## src/rtl/c2f_fifo.sv

```systemverilog
// ---------------------------------------------------------------------------
// c2f_fifo
//  Elastic buffer for the CPU->FPGA burst-write beat stream. The producer
//  (tlp_recv) cannot be stalled, so every beat with a non-zero byte mask is
//  either stored or dropped (dropping raises a sticky overflow flag). The
//  consumer side is a plain valid/ready interface driven from an output
//  register that is fed either from a small circular RAM or, when that RAM
//  is empty, directly from the incoming beat.
//
//  Storage = (DEPTH-1)-entry circular RAM + 1 output register = DEPTH beats.
//
//  Ports
//   pcieClk_in      core clock, all logic on the rising edge
//   pcieRstN_in     asynchronous active-low reset
//   c2fData_in      beat data (64 bit)
//   c2fBE_in        byte mask, bit i qualifies c2fData_in[8i+:8]
//   c2fValid_in     beat present this cycle (no backpressure)
//   dsData_out      head-of-queue data
//   dsBE_out        head-of-queue byte mask
//   dsValid_out     head valid
//   dsReady_in      consumer takes head when dsValid_out && dsReady_in
//   level_out       beats held (RAM + output register)
//   almostFull_out  level_out >= DEPTH-AF_MARGIN
//   overflow_out    sticky: a beat was dropped for lack of space
//   byteCount_out   bytes accepted (popcount of BE), wraps mod 2^32
//   clearStats_in   synchronous clear of overflow_out / byteCount_out
// ---------------------------------------------------------------------------
module c2f_fifo #(
  parameter int DEPTH     = 16,
  parameter int AF_MARGIN = 4
) (
  input  logic                      pcieClk_in,
  input  logic                      pcieRstN_in,
  input  logic [63:0]               c2fData_in,
  input  logic [7:0]                c2fBE_in,
  input  logic                      c2fValid_in,
  output logic [63:0]               dsData_out,
  output logic [7:0]                dsBE_out,
  output logic                      dsValid_out,
  input  logic                      dsReady_in,
  output logic [$clog2(DEPTH):0]    level_out,
  output logic                      almostFull_out,
  output logic                      overflow_out,
  output logic [31:0]               byteCount_out,
  input  logic                      clearStats_in
);

  localparam int AW    = $clog2(DEPTH);   // RAM index width
  localparam int LW    = AW + 1;          // level / pointer width
  localparam int RAM_N = DEPTH - 1;       // RAM entries
  localparam int EW    = 72;              // {BE, data}

  typedef enum logic {
    S_EMPTY = 1'b0,
    S_VALID = 1'b1
  } out_state_e;

  // Advance a {wrap, index} pointer; the index runs 0..RAM_N-1, so the wrap
  // bit toggles when stepping off the last RAM slot rather than at 2^AW.
  function automatic logic [AW:0] ptr_inc(input logic [AW:0] p);
    logic [AW:0] r;
    if (p[AW-1:0] == AW'(RAM_N - 1)) begin
      r = {~p[AW], {AW{1'b0}}};
    end else begin
      r = p + LW'(1);
    end
    return r;
  endfunction

  function automatic logic [3:0] popcount8(input logic [7:0] v);
    logic [3:0] n;
    n = 4'd0;
    for (int i = 0; i < 8; i++) begin
      n = n + {3'b000, v[i]};
    end
    return n;
  endfunction

  // -------------------------------------------------------------------------
  // State
  // -------------------------------------------------------------------------
  out_state_e        state_q;
  logic [63:0]       data_q;
  logic [7:0]        be_q;
  logic [AW:0]       wptr_q, wptr_d;
  logic [AW:0]       rptr_q, rptr_d;
  logic [LW-1:0]     level_q, level_d;
  logic              ovf_q, ovf_d;
  logic [31:0]       bcnt_q, bcnt_d;
  logic [EW-1:0]     mem_q [RAM_N];

  // -------------------------------------------------------------------------
  // Handshake / occupancy decode
  // -------------------------------------------------------------------------
  logic          push_req;
  logic          pop;
  logic          ram_empty;
  logic          ram_full;
  logic          fifo_full;
  logic          accept;
  logic          drop;
  logic [EW-1:0] ram_head;

  assign push_req  = c2fValid_in && (c2fBE_in != 8'h00);
  assign pop       = (state_q == S_VALID) && dsReady_in;
  assign ram_empty = (wptr_q == rptr_q);
  assign ram_full  = (wptr_q[AW-1:0] == rptr_q[AW-1:0]) && (wptr_q[AW] != rptr_q[AW]);
  // Completely full only when the RAM is full and the output register holds a beat.
  assign fifo_full = ram_full && (state_q == S_VALID);
  // A pop in the same cycle frees a slot, so a push into a full FIFO still lands.
  assign accept    = push_req && (!fifo_full || pop);
  assign drop      = push_req && !accept;
  assign ram_head  = mem_q[rptr_q[AW-1:0]];

  // -------------------------------------------------------------------------
  // Output-stage steering
  // -------------------------------------------------------------------------
  logic ram_we;
  logic ram_re;
  logic out_load;
  logic out_from_ram;

  always_comb begin
    ram_we       = 1'b0;
    ram_re       = 1'b0;
    out_load     = 1'b0;
    out_from_ram = 1'b0;
    unique case (state_q)
      S_EMPTY: begin
        // Output register empty implies RAM empty: bypass straight to output.
        out_load = accept;
      end
      S_VALID: begin
        if (pop) begin
          if (!ram_empty) begin
            // Older beats in RAM go first; a concurrent push queues behind them.
            ram_re       = 1'b1;
            out_load     = 1'b1;
            out_from_ram = 1'b1;
            ram_we       = accept;
          end else begin
            out_load = accept;
          end
        end else begin
          ram_we = accept;
        end
      end
      default: begin
        out_load = 1'b0;
      end
    endcase
  end

  // -------------------------------------------------------------------------
  // Output-stage FSM with registered head data
  // -------------------------------------------------------------------------
  always_ff @(posedge pcieClk_in or negedge pcieRstN_in) begin
    if (!pcieRstN_in) begin
      state_q <= S_EMPTY;
      data_q  <= 64'd0;
      be_q    <= 8'd0;
    end else begin
      unique case (state_q)
        S_EMPTY: begin
          if (out_load) begin
            data_q  <= c2fData_in;
            be_q    <= c2fBE_in;
            state_q <= S_VALID;
          end
        end
        S_VALID: begin
          if (out_load) begin
            if (out_from_ram) begin
              data_q <= ram_head[63:0];
              be_q   <= ram_head[71:64];
            end else begin
              data_q <= c2fData_in;
              be_q   <= c2fBE_in;
            end
            state_q <= S_VALID;
          end else if (pop) begin
            state_q <= S_EMPTY;
          end
        end
        default: begin
          state_q <= S_EMPTY;
        end
      endcase
    end
  end

  // RAM array carries no reset; its contents are qualified by the pointers.
  always_ff @(posedge pcieClk_in) begin
    if (ram_we) begin
      mem_q[wptr_q[AW-1:0]] <= {c2fBE_in, c2fData_in};
    end
  end

  // -------------------------------------------------------------------------
  // Pointers, level and statistics
  // -------------------------------------------------------------------------
  always_comb begin
    wptr_d = ram_we ? ptr_inc(wptr_q) : wptr_q;
    rptr_d = ram_re ? ptr_inc(rptr_q) : rptr_q;

    level_d = level_q;
    if (accept && !pop) begin
      level_d = level_q + LW'(1);
    end else if (!accept && pop) begin
      level_d = level_q - LW'(1);
    end

    // Same-cycle events win over a clear.
    if (clearStats_in) begin
      bcnt_d = accept ? {28'd0, popcount8(c2fBE_in)} : 32'd0;
      ovf_d  = drop;
    end else begin
      bcnt_d = accept ? bcnt_q + {28'd0, popcount8(c2fBE_in)} : bcnt_q;
      ovf_d  = ovf_q | drop;
    end
  end

  always_ff @(posedge pcieClk_in or negedge pcieRstN_in) begin
    if (!pcieRstN_in) begin
      wptr_q  <= '0;
      rptr_q  <= '0;
      level_q <= '0;
      ovf_q   <= 1'b0;
      bcnt_q  <= 32'd0;
    end else begin
      wptr_q  <= wptr_d;
      rptr_q  <= rptr_d;
      level_q <= level_d;
      ovf_q   <= ovf_d;
      bcnt_q  <= bcnt_d;
    end
  end

  // -------------------------------------------------------------------------
  // Outputs
  // -------------------------------------------------------------------------
  assign dsValid_out    = (state_q == S_VALID);
  assign dsData_out     = data_q;
  assign dsBE_out       = be_q;
  assign level_out      = level_q;
  assign almostFull_out = (level_q >= LW'(DEPTH - AF_MARGIN));
  assign overflow_out   = ovf_q;
  assign byteCount_out  = bcnt_q;

endmodule

```

## config.mk

```make
export PLATFORM = sky130hd
export DESIGN_NAME = c2f_fifo
export DESIGN_NICKNAME = d
export VERILOG_FILES = /design/src/rtl/c2f_fifo.sv
export SDC_FILE = /design/constraint.sdc
export NUM_CORES = 1
export LEC_CHECK = 0
export ABC_CLOCK_PERIOD_IN_PS = 12000
export CORE_ASPECT_RATIO = 0.75
export CORE_MARGIN = 1
export CORE_UTILIZATION = 60
export DETAILED_ROUTE_END_ITERATION = 6
export PLACE_DENSITY = 0.88
export SYNTH_ARGS = -nofsm -noshare
export SYNTH_HDL_FRONTEND = slang
export SYNTH_SLANG_ARGS = --single-unit
```

## constraint.sdc

```tcl
create_clock -name pcieClk_in -period 12 [get_ports pcieClk_in]
set_clock_uncertainty 0.1 [all_clocks]
set_input_delay 3.6 -clock pcieClk_in [delete_from_list [all_inputs] [get_ports pcieClk_in]]
set_output_delay 3.6 -clock pcieClk_in [all_outputs]
set_load 0.02 [all_outputs]
```

=== Word-level counts from Yosys, hierarchy flattened ===
Memory sizes are Yosys's and may differ from the RTL's.
Cells that the tools add are included.

* Logic and storage cells: 80
* Memories: 1
* Bits of input ports: 77
* Output and inout bits: 112
* Memory bits (writable): 1080
* Bits in registers: 121

* Order comparisons: 1
* Muxes and demuxes: 31
* Equality and inequality tests: 7
* Bitwise operators: 4
* Reductions and logical operators: 16
* Add/subtract/negate cells: 12

{| class="wikitable"
|+ Memory list
! memory !! words !! width !! rd ports !! clocked after Yosys merged registers in !! wr ports !! line !! RTL
|-
| mem_q || 15 || 72 || 1 || 0 || 1 || 90 || <nowiki>logic [EW-1:0] mem_q [RAM_N];</nowiki>
|}

{| class="wikitable"
|+ Operators with widths
! kind !! number
|-
| 64-bit two-way mux || 3
|-
| 64-bit one-hot mux with 2 select lines || 1
|-
| 32-bit two-way mux || 2
|-
| 32-bit by 4-bit adder with 32-bit output || 1
|-
| 8-bit two-way mux || 3
|-
| 5-bit two-way mux || 4
|-
| 4-bit by 1-bit adder with 4-bit output || 4
|-
| 8-bit one-hot mux with 2 select lines || 1
|-
| 5-bit by 1-bit adder with 5-bit output, second input constant || 3
|-
| 1-bit two-way mux || 14
|-
| 4-bit == test, second input constant || 2
|-
| 1-bit logical AND || 8
|-
| 8-bit nonzero test || 1
|-
| 5-bit == test || 1
|-
| 5-bit by 4-bit >= comparator with 1-bit output, second input constant || 1
|-
| 5-bit by 1-bit subtractor with 5-bit output, second input constant || 1
|-
| 3-bit by 1-bit adder with 4-bit output || 1
|-
| 4-bit == test || 1
|-
| 4-bit two-way mux || 1
|-
| 1-bit one-hot mux with 2 select lines || 2
|-
| 2-bit nonzero test || 2
|-
| 2-bit by 1-bit adder with 3-bit output || 1
|-
| 1-bit zero test || 3
|-
| 1-bit NOT || 3
|-
| 7 further kinds || 7
|}

=== Depth between registers and ports, before layout ===
Gate-level depths: netlist of run 1.

* Depth in word-level cells: 11
* Depth in mapped cells: 16
* Gate-level depth less buffers: 14

=== Worst setup path before layout of run 1 ===
No wires, ideal clock.

* Kind: input -> register
* Start: input c2fBE_in[0]
* End: memory mem_q[2][0] (enable)
* Cell stages on the path: 9
* Path buffers: 1
* Arrival time: 11.832 ns
* Setup time: 0.681 ns
* Data required time: 11.219 ns
* Setup slack: -0.613 ns
* Cell sequence: inv_1 -> ha_1 -> or3b_2 -> o21a_1 -> o21ai_1 -> inv_1 -> clkbuf_1 -> nand3_1 -> nor4_1

* Cells in the longest elaborated chain, start to end: 8

{| class="wikitable"
|+ RTL lines
! element !! line !! RTL
|-
| start: declaration || 35 || <nowiki>input logic [7:0] c2fBE_in,</nowiki>
|-
| 8-bit nonzero test (*) || 104 || <nowiki>assign push_req = c2fValid_in && (c2fBE_in != 8'h00);</nowiki>
|-
| 1-bit logical AND (*) || 104 ||
|-
| 1-bit logical AND (*) || 111 || <nowiki>assign accept = push_req && (!fifo_full || pop);</nowiki>
|-
| 1-bit two-way mux || 135 || <nowiki>if (!ram_empty) begin</nowiki>
|-
| 1-bit two-way mux (*) || 134 || <nowiki>if (pop) begin</nowiki>
|-
| 1-bit two-way mux (*) || 128 || <nowiki>unique case (state_q)</nowiki>
|-
| 1-bit two-way mux (*) || 194 || <nowiki>if (ram_we) begin</nowiki>
|-
| 1-bit two-way mux (not written as such) (*) || 195 || <nowiki>mem_q[wptr_q[AW-1:0]] <= {c2fBE_in, c2fData_in};</nowiki>
|-
| end: declaration || 90 ||
|}

Mark *: on every way between the ends. The rest lies on a longest branch, timed or not.

=== Worst setup path after layout of run 1 ===
* Start: input c2fBE_in[1]
* End: register bcnt_q[15] (netlist: byteCount_out[15])

* Cells in the longest elaborated chain, start to end: 10
* Elaborated cells on any way between the ends: 14
* Classes of those cells: 8 x add/sub; 2 x mux; 4 x reduce/logical

{| class="wikitable"
|+ RTL lines
! element !! line !! RTL
|-
| 1-bit by 1-bit adder with 2-bit output || 74 || <nowiki>n = n + {3'b000, v[i]};</nowiki>
|-
| 2-bit by 1-bit adder with 3-bit output || 74 ||
|-
| 3-bit by 1-bit adder with 4-bit output || 74 ||
|-
| 4-bit by 1-bit adder with 4-bit output (4 in series) || 74 ||
|-
| 32-bit by 4-bit adder with 32-bit output || 218 || <nowiki>bcnt_d = accept ? bcnt_q + {28'd0, popcount8(c2fBE_in)} : bcnt_q;</nowiki>
|-
| 32-bit two-way mux || 218 ||
|-
| 32-bit two-way mux || 214 || <nowiki>if (clearStats_in) begin</nowiki>
|-
| end signal: assignment || 235 || <nowiki>bcnt_q <= bcnt_d;</nowiki>
|-
| end: declaration || 89 || <nowiki>logic [31:0] bcnt_q, bcnt_d;</nowiki>
|}

Parallel ways exist; a longest one is shown, timed or not. The select of a mux whose other input is x is not followed.
A chain may end at the register's enable or synchronous reset.

==> summary.md, run 1 <==
| Metric | Value |
|---|---|
| Number of fill cells | 4318 |
| DRC | 0 |
| Status | complete, no violations |
| DRT Wirelength | roughly 120000 um |
| Dpl hpwl | 58200 um |
| Layout area overhead | 14.1% |
| Rows | 88 |
| RSZ-0062 raised after global routing | false |
| Slew Limit Fails | 0 |
| FMAX | 0.119 GHz |
| Most frequent cells after synthesis | edfxtp_1, nand2_1, mux4_2 |
| Die height | about 240 um |
| RD Place Congestion | a little over 0.8 |
| Die W | roughly 320 um |
| Syn_nets | about 2600 |
| I/O pins | between 150 and 200 |
| Total GRT Usage | 0.305 |
| Clk pin slew, worst setup/hold paths | about 0.06 ns |
| CP Class | primary input to register |
| Overall power | around 13 mW |
| Antenna viol nets, final | 0 |
| Core Area | 77100 um2 |
| CP required | 12.50 ns |
| Setup TNS Final | 0 ns |
| Slew @ Worst Pin | 1.22 ns |
| Hold crit path type | register to register |
| CTS Hold Bufs | 0 |
| 1st-iter DRT viols | 3990 |
| Leakage Power | 17.6 nW |
| Arr. time, crit path | just under 9 ns |
| Most numerous cell in the Yosys netlist | edfxtp_1 |
| Core Util, Final | 0.693 |
| Seq/Total Area, Yosys | 0.758 |
| CP endpoint kind | register |
| Prevailing post-synth register cell | edfxtp_1 |
| Vias in the first global route | 27300 |
| Mean routed wirelength per cell | between 30 and 40 um |
| Ranking of synthesized cells by area | edfxtp_1, mux4_2, dfrtp_1 |
| CTS max path bufs | 3 |
| Initial antenna violation count | 5 |
| Worst VDD drop | 204 uV |
| Detailed Routing Iterations Pass 1 | 6 |
| Critical Path Start Type | primary input |
| Initial Utilization | 0.607 |
| Largest net degree at the start of global routing | 121 |
| Post-synth design cell area | 46800 um2 |
| Mapped Cells | 2518 |
| Die area | slightly below 80000 um2 |
| Layout cells sized above 1 | 0.166 |
| Count of flip-flops with a built-in enable after synthesis | 1080 |
| Post-CTS Resized | 0 |
| Avg Cell Area, Syn | 18.6 um2 |
| Synthesis Warnings | 0 |
| Synth top area share | 0.693 |
| Final setup viols | 0 |
| Port bufs | 188 |
| First-pass GRT wire length | 176000 um |
| H-tree level count | 3 |
| Slew headroom | 0.184 |
| Count of cell types in the netlist | 48 |
| Synth area leader | edfxtp_1 |
| Ys async rst share | 0.101 |
| Final Cycle Share | 0.699 |
| Worst-Skew Late Latency | 0.68 ns |
| Yosys reg bits | between 1000 and 1500 |
| Clk sink count | 1201 |
| Maxcap violations | 0 |
| Final-stage net count | 2803 |
| CTS tree | done |
| Worst hold slack | 0.431 ns |
| CTS root buf | clkbuf_16 |
| Pwr dens | 243 nW/um2 |
| Grt ovf | 0 |
| CP max FO | 27 |
| Total CTS buffers | between 100 and 150 |
| Final Hold Fails | 0 |
| Post-CTS Setup Inserts | 0 |
| Post-layout min period | between 8 and 9 ns |
| Vias/cell | 6.95 |
| Via Count | 26700 |
[power by group]
part           total, mW  internal, mW  leakage (nW)  switching (mW)
clock network       3.48          1.91          1.74            1.57
registers           5.51          5.13          11.2           0.381
logic               4.00          1.68          4.61            2.33
[final cells by class]
class | instances | area, um2 | area share
sequential | 1201 | 35500 | 0.664
tap | 1035 | 1290 | 0.0242
clock buffer | 132 | 2870 | 0.0538
multi-input combinational | 1133 | 10700 | 0.201
timing repair buffer | 236 | 2270 | 0.0425
clock inverter | 67 | 654 | 0.0123
inverter | 30 | 113 | 0.00211
antenna | 3 | 7.51 | 0.000141
[worst max-delay path: stages]
cell	delay, ns
clkdlybuf4s50_1	0.82
inv_1	0.25
fa_1	0.60
fa_1	0.45
fa_1	0.50
inv_1	0.04
ha_1	0.21
fa_1	0.46
xor2_1	0.20
ha_1	0.36
o21ai_0	0.10
nor2_1	0.10
o221ai_1	0.14
buf_4	0.24
or4b_2	0.62
a21oi_1	0.17
[per-stage QoR]
stage	area (um2)	instances	setup WS [ns]
after CTS	53400	3834	3.72
final	53400	3837	3.61
after floorplan	46800	2518	1.34
after detailed placement	49900	3635	3.07
after global placement	49900	3635	3.12
after global routing	53400	3835	3.39
[worst paths after layout]
path | startpoint | endpoint | slack, ns | depth (start not counted)
worst min-delay path | level_out[4] | level_out[4] | 0.43 | 1
worst min register to register | level_out[4] | level_out[4] | 0.43 | 1
min in group asynchronous | pcieRstN_in | byteCount_out[27] | 2.84 | 1
worst max register to register | rptr_q[0] | dsData_out[51] | 6.63 | 8
worst max-delay path | c2fBE_in[1] | byteCount_out[15] | 3.61 | 16
max in group asynchronous | pcieRstN_in | rptr_q[0] | 7.34 | 2
[sequential cells by signal, indices dropped and copies added, names as in the netlist]
name	cells
dsData_out	64
mem_q	1080
byteCount_out	32
wptr_q	5
rptr_q	5
dsValid_out	1
dsBE_out	8
overflow_out	1
level_out	5
[kinds of logic (layout without fill, tap and decap cells)]
family / after synthesis / after routing / share of synthesized area
AND/OR/NAND/NOR: 401 / 401 / 0.0374
XOR/XNOR: 17 / 17 / 0.00318
buffers and inverters: 184 / 465 / 0.0159
adder cells (fa/ha/maj): 18 / 18 / 0.00578
AO/OA/AOI/OAI: 396 / 396 / 0.0589
flip-flops: 1201 / 1201 / 0.758
other: 0 / 3 / 0
multiplexers: 301 / 301 / 0.121
[metal layers]
metal | track usage | routed length, um
met1 | 0.407 | 41600
met2 | 0.484 | 58500
met3 | 0.0757 | 15500
met4 | 0.129 | 4620
met5 | 0 | 41
[placed cells by master, fill, tap and decap left out, drive strengths merged, types with 3 or more instances in the layout]
cell | synthesis | routed
edfxtp | 1080 | 1080
nand2 | 221 | 221
mux4 | 211 | 211
clkdlybuf4s50 | 0 | 187
clkbuf | 102 | 132
dfrtp | 121 | 121
o21ai | 116 | 116
nor2 | 88 | 88
a22o | 80 | 80
mux2i | 76 | 76
a31oi | 68 | 68
a221o | 59 | 59
clkinv | 0 | 50
buf | 52 | 49
inv | 30 | 36
a21oi | 33 | 33
or4 | 18 | 18
nor3 | 18 | 18
o31ai | 17 | 17
or3 | 15 | 15
mux2 | 14 | 14
ha | 12 | 12
xnor2 | 11 | 11
nand3 | 10 | 10
o22ai | 10 | 10
nand4 | 10 | 10
bufinv | 0 | 9
nand2b | 7 | 7
xor2 | 6 | 6
fa | 6 | 6
nor2b | 6 | 6
a21o | 5 | 5
diode | 0 | 3
No activity file was read; power rests on OpenSTA's default activity.
==> run 2, diff against run 1 <==
==> config.mk (replaced) <==
export PLATFORM = sky130hd
export DESIGN_NAME = c2f_fifo
export DESIGN_NICKNAME = d
export VERILOG_FILES = /design/src/rtl/c2f_fifo.sv
export SDC_FILE = /design/constraint.sdc
export NUM_CORES = 1
export LEC_CHECK = 0
export ABC_CLOCK_PERIOD_IN_PS = 7500
export CORE_ASPECT_RATIO = 0.75
export CORE_MARGIN = 1
export CORE_UTILIZATION = 55
export DETAILED_ROUTE_END_ITERATION = 6
export PLACE_DENSITY = 0.85
export SYNTH_ARGS = -nofsm -noshare
export SYNTH_HDL_FRONTEND = slang
export SYNTH_SLANG_ARGS = --single-unit
==> constraint.sdc (replaced) <==
create_clock -name pcieClk_in -period 7.5 [get_ports pcieClk_in]
set_clock_uncertainty 0.1 [all_clocks]
set_input_delay 2.25 -clock pcieClk_in [delete_from_list [all_inputs] [get_ports pcieClk_in]]
set_output_delay 2.25 -clock pcieClk_in [all_outputs]
set_load 0.02 [all_outputs]
==> run 2 against run 1 <==
Against the previous run: critical endpoint is now byteCount_out[25]; largest cell class unchanged; clock power increased by 69%; die area increased by 9.0%; sequential share of layout area decreased by 0.91 points; routed wire length decreased by 1.9%.
==> summary.md, run 2 (synthesis gave the netlist of run 1 again) <==
| Metric | Value |
|---|---|
| I/O pins | 189 (unchanged) |
| Initial antenna violation count | 3 (was 5) |
| Leakage Power | 17.8 nW (was 17.6 nW) |
| Clk pin slew, worst setup/hold paths | 0.07 ns (was 0.06 ns) |
| Layout cells sized above 1 | 0.170 (was 0.166) |
| Final setup viols | 0 (unchanged) |
| CTS root buf | clkbuf_16 (unchanged) |
| FMAX | 0.148 GHz |
| Commonest non-fill, non-tap cells in the layout | edfxtp_1, nand2_1, mux4_2 (unchanged) |
| CP endpoint kind | register (unchanged) |
| DRC | 0 (unchanged) |
| Worst VDD drop | 295 uV (was 204 uV) |
| Post-CTS Resized | 0 (unchanged) |
| Total CTS buffers | 106 (unchanged) |
| Dpl hpwl | 56900 um (was 58200 um) |
| DRT Wirelength | 118000 um (was 120000 um) |
| Total GRT Usage | 0.273 (was 0.305) |
| Status | complete, no violations (unchanged) |
| Via Count | 26300 (was 26700) |
| Largest register FFs | 1080 (unchanged) |
| Critical Path Start Type | primary input (unchanged) |
| Core Util, Final | 0.644 (was 0.693) |
| Die height | 255 um (was 244 um) |
| Worst-Skew Late Latency | 0.70 ns (was 0.68 ns) |
| Setup TNS Final | 0 ns (unchanged) |
| Largest net degree at the start of global routing | 175 (was 121) |
| Hold crit path type | register to register (unchanged) |
| Max incr delay on CP | 0.57 ns (was 0.82 ns) |
| Number of fill cells | 5122 (was 4318) |
| Cell mode on critical path | fa_1 (unchanged) |
| RSZ-0062 raised after global routing | false (unchanged) |
| Slew Limit Fails | 0 (unchanged) |
| Die W | 339 um (was 324 um) |
| Grt ovf | 0 (unchanged) |
| Slew headroom | 0.154 (was 0.184) |
| Final Hold Fails | 0 (unchanged) |
| CP required | 7.96 ns (was 12.50 ns) |
| Rows | 92 (was 88) |
| Pwr dens | 389 nW/um2 (was 243 nW/um2) |
| Slew @ Worst Pin | 1.27 ns (was 1.22 ns) |
| CP cell instances | clkdlybuf4s50_1 > inv_1 > fa_1 > fa_1 > fa_1 > inv_1 > ha_1 > fa_1 > xor2_1 > ha_1 > o21ai_0 > nor2_1 > o221ai_1 > buf_4 > or4_1 > a21oi_1 (was clkdlybuf4s50_1 > inv_1 > fa_1 > fa_1 > fa_1 > inv_1 > ha_1 > fa_1 > xor2_1 > ha_1 > o21ai_0 > nor2_1 > o221ai_1 > buf_4 > or4b_2 > a21oi_1) |
| Port bufs | 188 (unchanged) |
| Layout area overhead | 15.7% (was 14.1%) |
| Multi-input logic area | 10800 um2 (was 10700 um2) |
| Most common cell after layout, fill and taps aside | edfxtp_1 (unchanged) |
| Detailed Routing Iterations Pass 1 | 7 (was 6) |
| Placed Area | 50300 um2 (was 49900 um2) |
| Mean routed wirelength per cell | 30.0 um (was 31.4 um) |
| Die area | 86300 um2 (was 79100 um2) |
| Post-CTS Setup Inserts | 0 (unchanged) |
| Clk sink count | 1201 (unchanged) |
| CP max FO | 25 (was 27) |
| Post-layout instance area | 54200 um2 (was 53400 um2) |
| Initial Utilization | 0.556 (was 0.607) |
| Antenna viol nets, final | 0 (unchanged) |
| Post-layout min period | 6.74 ns |
| 1st-iter DRT viols | 3356 (was 3990) |
| Register area | 35500 um2 (unchanged) |
| Maxcap violations | 0 (unchanged) |
| Buf/Inv on CP | 4 (unchanged) |
| Final-stage net count | 2810 (was 2803) |
| CTS max path bufs | 3 (unchanged) |
| Final WS setup | 0.762 ns (was 3.61 ns) |
| RD Place Congestion | 0.809 (was 0.828) |
| CTS tree | done (unchanged) |
| Final Cycle Share | 0.898 |
| Vias/cell | 6.67 (was 6.95) |
| Family with the most delay on the worst path | adder cells (unchanged) |
| First-pass GRT wire length | 173000 um (was 176000 um) |
| Core Area | 84100 um2 (was 77100 um2) |
| Arr. time, crit path | 7.20 ns (was 8.89 ns) |
| CP Class | primary input to register (unchanged) |
| CTS Hold Bufs | 0 (unchanged) |
| Worst Setup Slack post-DPL | 0.182 ns (was 3.07 ns) |
| H-tree level count | 3 (unchanged) |
| Vias in the first global route | 26900 (was 27300) |
| Critical-path top delay cell | clkdlybuf4s50_1 (unchanged) |
-- run 2: area by class of cell --
| class | instances | area share |
|---|---|---|
| Sequential cell | 1201 | 0.655 |
| Multi-Input combinational cell | 1133 | 0.199 |
| Clock buffer | 143 | 0.0547 |
| Timing Repair Buffer | 243 | 0.0479 |
| Tap cell | 1128 | 0.0261 |
| Clock inverter | 58 | 0.0156 |
| Inverter | 30 | 0.00208 |
| Antenna cell | 3 | 0.000139 |
-- run 2: stage by stage --
step           power, mW  std cells  hold slack [ns]
2_1_floorplan       12.9       2518            0.398
3_3_place_gp        14.8       3735            0.411
3_5_place_dp        15.0       3735            0.417
4_1_cts             21.0       3936            0.430
5_1_grt             21.7       3937            0.464
6_report            21.1       3939            0.441
-- run 2: power by group --
group	switching, mW	internal (mW)	leakage (nW)
combinational	3.69	2.73	4.72
clock	2.50	3.39	1.86
sequential	0.553	8.20	11.2
total	6.74	14.3	17.8
-- run 2: worst paths after layout --
| path | start | endpoint | slack [ns] | cells after the start |
|---|---|---|---|---|
| hold reg to reg | rptr_q[4] | rptr_q[4] | 0.44 | 1 |
| min in group asynchronous | pcieRstN_in | byteCount_out[12] | 1.64 | 1 |
| setup reg to reg | rptr_q[0] | mem_q[6][44] | 3.06 | 7 |
| setup / recovery | c2fBE_in[0] | byteCount_out[25] | 0.76 | 16 |
| max in group asynchronous | pcieRstN_in | rptr_q[1] | 4.42 | 2 |
| hold / removal | rptr_q[4] | rptr_q[4] | 0.44 | 1 |
-- run 2: layer usage --
metal | global-route usage | vias up | share of wire
met4 | 0.103 | 2 | 0.036
li1 | - | 10600 | -
met3 | 0.0589 | 332 | 0.11
met5 | 0 | - | 0.000085
met2 | 0.456 | 1910 | 0.49
met1 | 0.358 | 13500 | 0.36
==> RTL change, RTL diff (settings of run 2) <==
Put one more register stage on the output `level_out`. The value now appears one clock later. The other outputs are not delayed to match.
--- a/src/rtl/c2f_fifo.sv
+++ b/src/rtl/c2f_fifo.sv
@@ -242,7 +242,9 @@
   assign dsValid_out    = (state_q == S_VALID);
   assign dsData_out     = data_q;
   assign dsBE_out       = be_q;
-  assign level_out      = level_q;
+  always_ff @(posedge pcieClk_in) begin
+    level_out <= level_q;
+  end
   assign almostFull_out = (level_q >= LW'(DEPTH - AF_MARGIN));
   assign overflow_out   = ovf_q;
   assign byteCount_out  = bcnt_q;
Behaviour: not the same (Yosys sat finds a counterexample within 4 cycles, from zero or initial values and one cycle with pcieRstN_in low).
==> RTL change against run 2 <==
- design area is essentially flat
- synthesized area rose by 0.77%
- utilization shrank 0.28 points
- sequential cell count up 5
- worst setup slack improved by 0.092 ns
- routed wire length is 2.4% lower
- clock power shrank 1%
- fmax grew 1.4%
- critical path depth is 1 lower
- total power shrank 0.14%
- critical endpoint is now byteCount_out[18]
==> RTL change: results (changes against run 2) <==
metric	value	unit	change
drt-met1-wl	42700	µm	+0.86%
p_leak	17.8	nW	+0.11%
dp_slack	0.165	ns	-0.0178 ns
instances_no_fill	3954		+0.38%
dp_hpwl	58200	µm	+2.2%
dr_wl_met2	56300	µm	-3.6%
syn_nets	2625		+0.46%
async_flop_share	10.0	%	-0.042 points
cts_root_buf	clkbuf_16		
peakVddDrop	0.000316	V	+7.1%
gp_congestion	0.871		+7.6%
synth_xor_area_share	0.371	%	+0.053 points
cts_buffer_depth	3		unchanged
num_vias	26142		-0.57%
grtUsageTotal	26.6	%	-0.76 points
largest_register_ffs	1080		unchanged
wl_met3	12700	µm	-2.8%
synth_common_cells	edfxtp_1, nand2_1, mux4_2		
avgRoutedWirePerCell	29.1	µm	-2.8%
grt_pass1_wl	172000	µm	-0.92%
routed.top_layer	met5		
grt_max_degree	187		+6.9%
synth_mux_area_share	12.0	%	-0.14 points
max_slew_margin	19.5	%	+4.0 points
placed_cells	3745		+0.27%
synth_cell_types	59		+23%
ys_seq_area_share	75.4	%	-0.37 points
status	completed		
drtPass1Iterations	6		-1
crit_arrival	7.13	ns	-0.07 ns
synth-edff-count	1080		unchanged
place_area	50400	µm²	about the same
grt_pass1_vias	26783		-0.59%
synth_fa_ha_area_share	0.573	%	-0.0044 points
post-cts-setup-buffer-count	0		unchanged
clk_pin_slew_worst_paths	0.07	ns	about the same
first_iter_violations	3765		+12%
cpMaxStageDelayCell	fa_1		
crit_fanout	14		-44%
ys_top_cells_by_area	edfxtp_1, mux4_2, dfrtp_1, nand2_1, mux2i_1		
layout.nets	2823		+0.46%
antenna_found_initial	4		+1
clock_latency	0.69	ns	
setup_ws	0.854	ns	+0.0916 ns
worstHoldPathType	reg -> reg		
cp_top_family	adder cells		
avgSynthCellArea	18.6	µm²	+0.29%
reg2reg_slack	3.27	ns	+0.21 ns
layout-drive-gt1-share	17.1	%	+0.045 points
htree_levels	3		unchanged
synth_compound_area_share	5.90	%	+0.016 points
numCtsBuffers	109		+2.8%
## RTL change: where the power goes
group          total (mW)  leakage [nW]  internal (mW)  switching, mW
Sequential           8.77          11.3           8.24          0.533
Clock                5.82          1.84           3.32           2.50
Combinational        6.43          4.72           2.73           3.69
## RTL change: through the flow
step                hold slack [ns]  util [%]
CTS                           0.351      64.1
global placement              0.316      59.6
floorplan                     0.287         -
finish                        0.347      64.1
detailed placement            0.317      59.6
global route                  0.371      64.1
## RTL change: worst paths after layout
| check | start | endpoint | cells past startpoint |
|---|---|---|---|
| max in group asynchronous | pcieRstN_in | rptr_q[1] | 2 |
| worst max register to register | rptr_q[0] | dsData_out[53] | 7 |
| worst min register to register | level_q[4] | level_out[4] | 0 |
| worst min-delay path | level_q[4] | level_out[4] | 0 |
| worst max-delay path | c2fBE_in[0] | byteCount_out[18] | 15 |
| min in group asynchronous | pcieRstN_in | byteCount_out[27] | 1 |
## RTL change: final cells by class
| type | count | area, µm² |
|---|---|---|
| Clock inverter | 70 | 801 |
| Inverter | 24 | 90.1 |
| Timing Repair Buffer | 239 | 2490 |
| Clock buffer | 137 | 2950 |
| Antenna cell | 2 | 5.00 |
| Tap cell | 1128 | 1410 |
| Multi-Input combinational cell | 1148 | 10800 |
| Fill cell | 5322 | 30300 |
| Sequential cell | 1206 | 35600 |
## RTL change: routing by layer
layer  up-vias  track usage [%]
met1     13329             36.7
li1      10606                -
met2      1929             42.9
met3       274             5.30
met4         4             8.91
met5         -                0
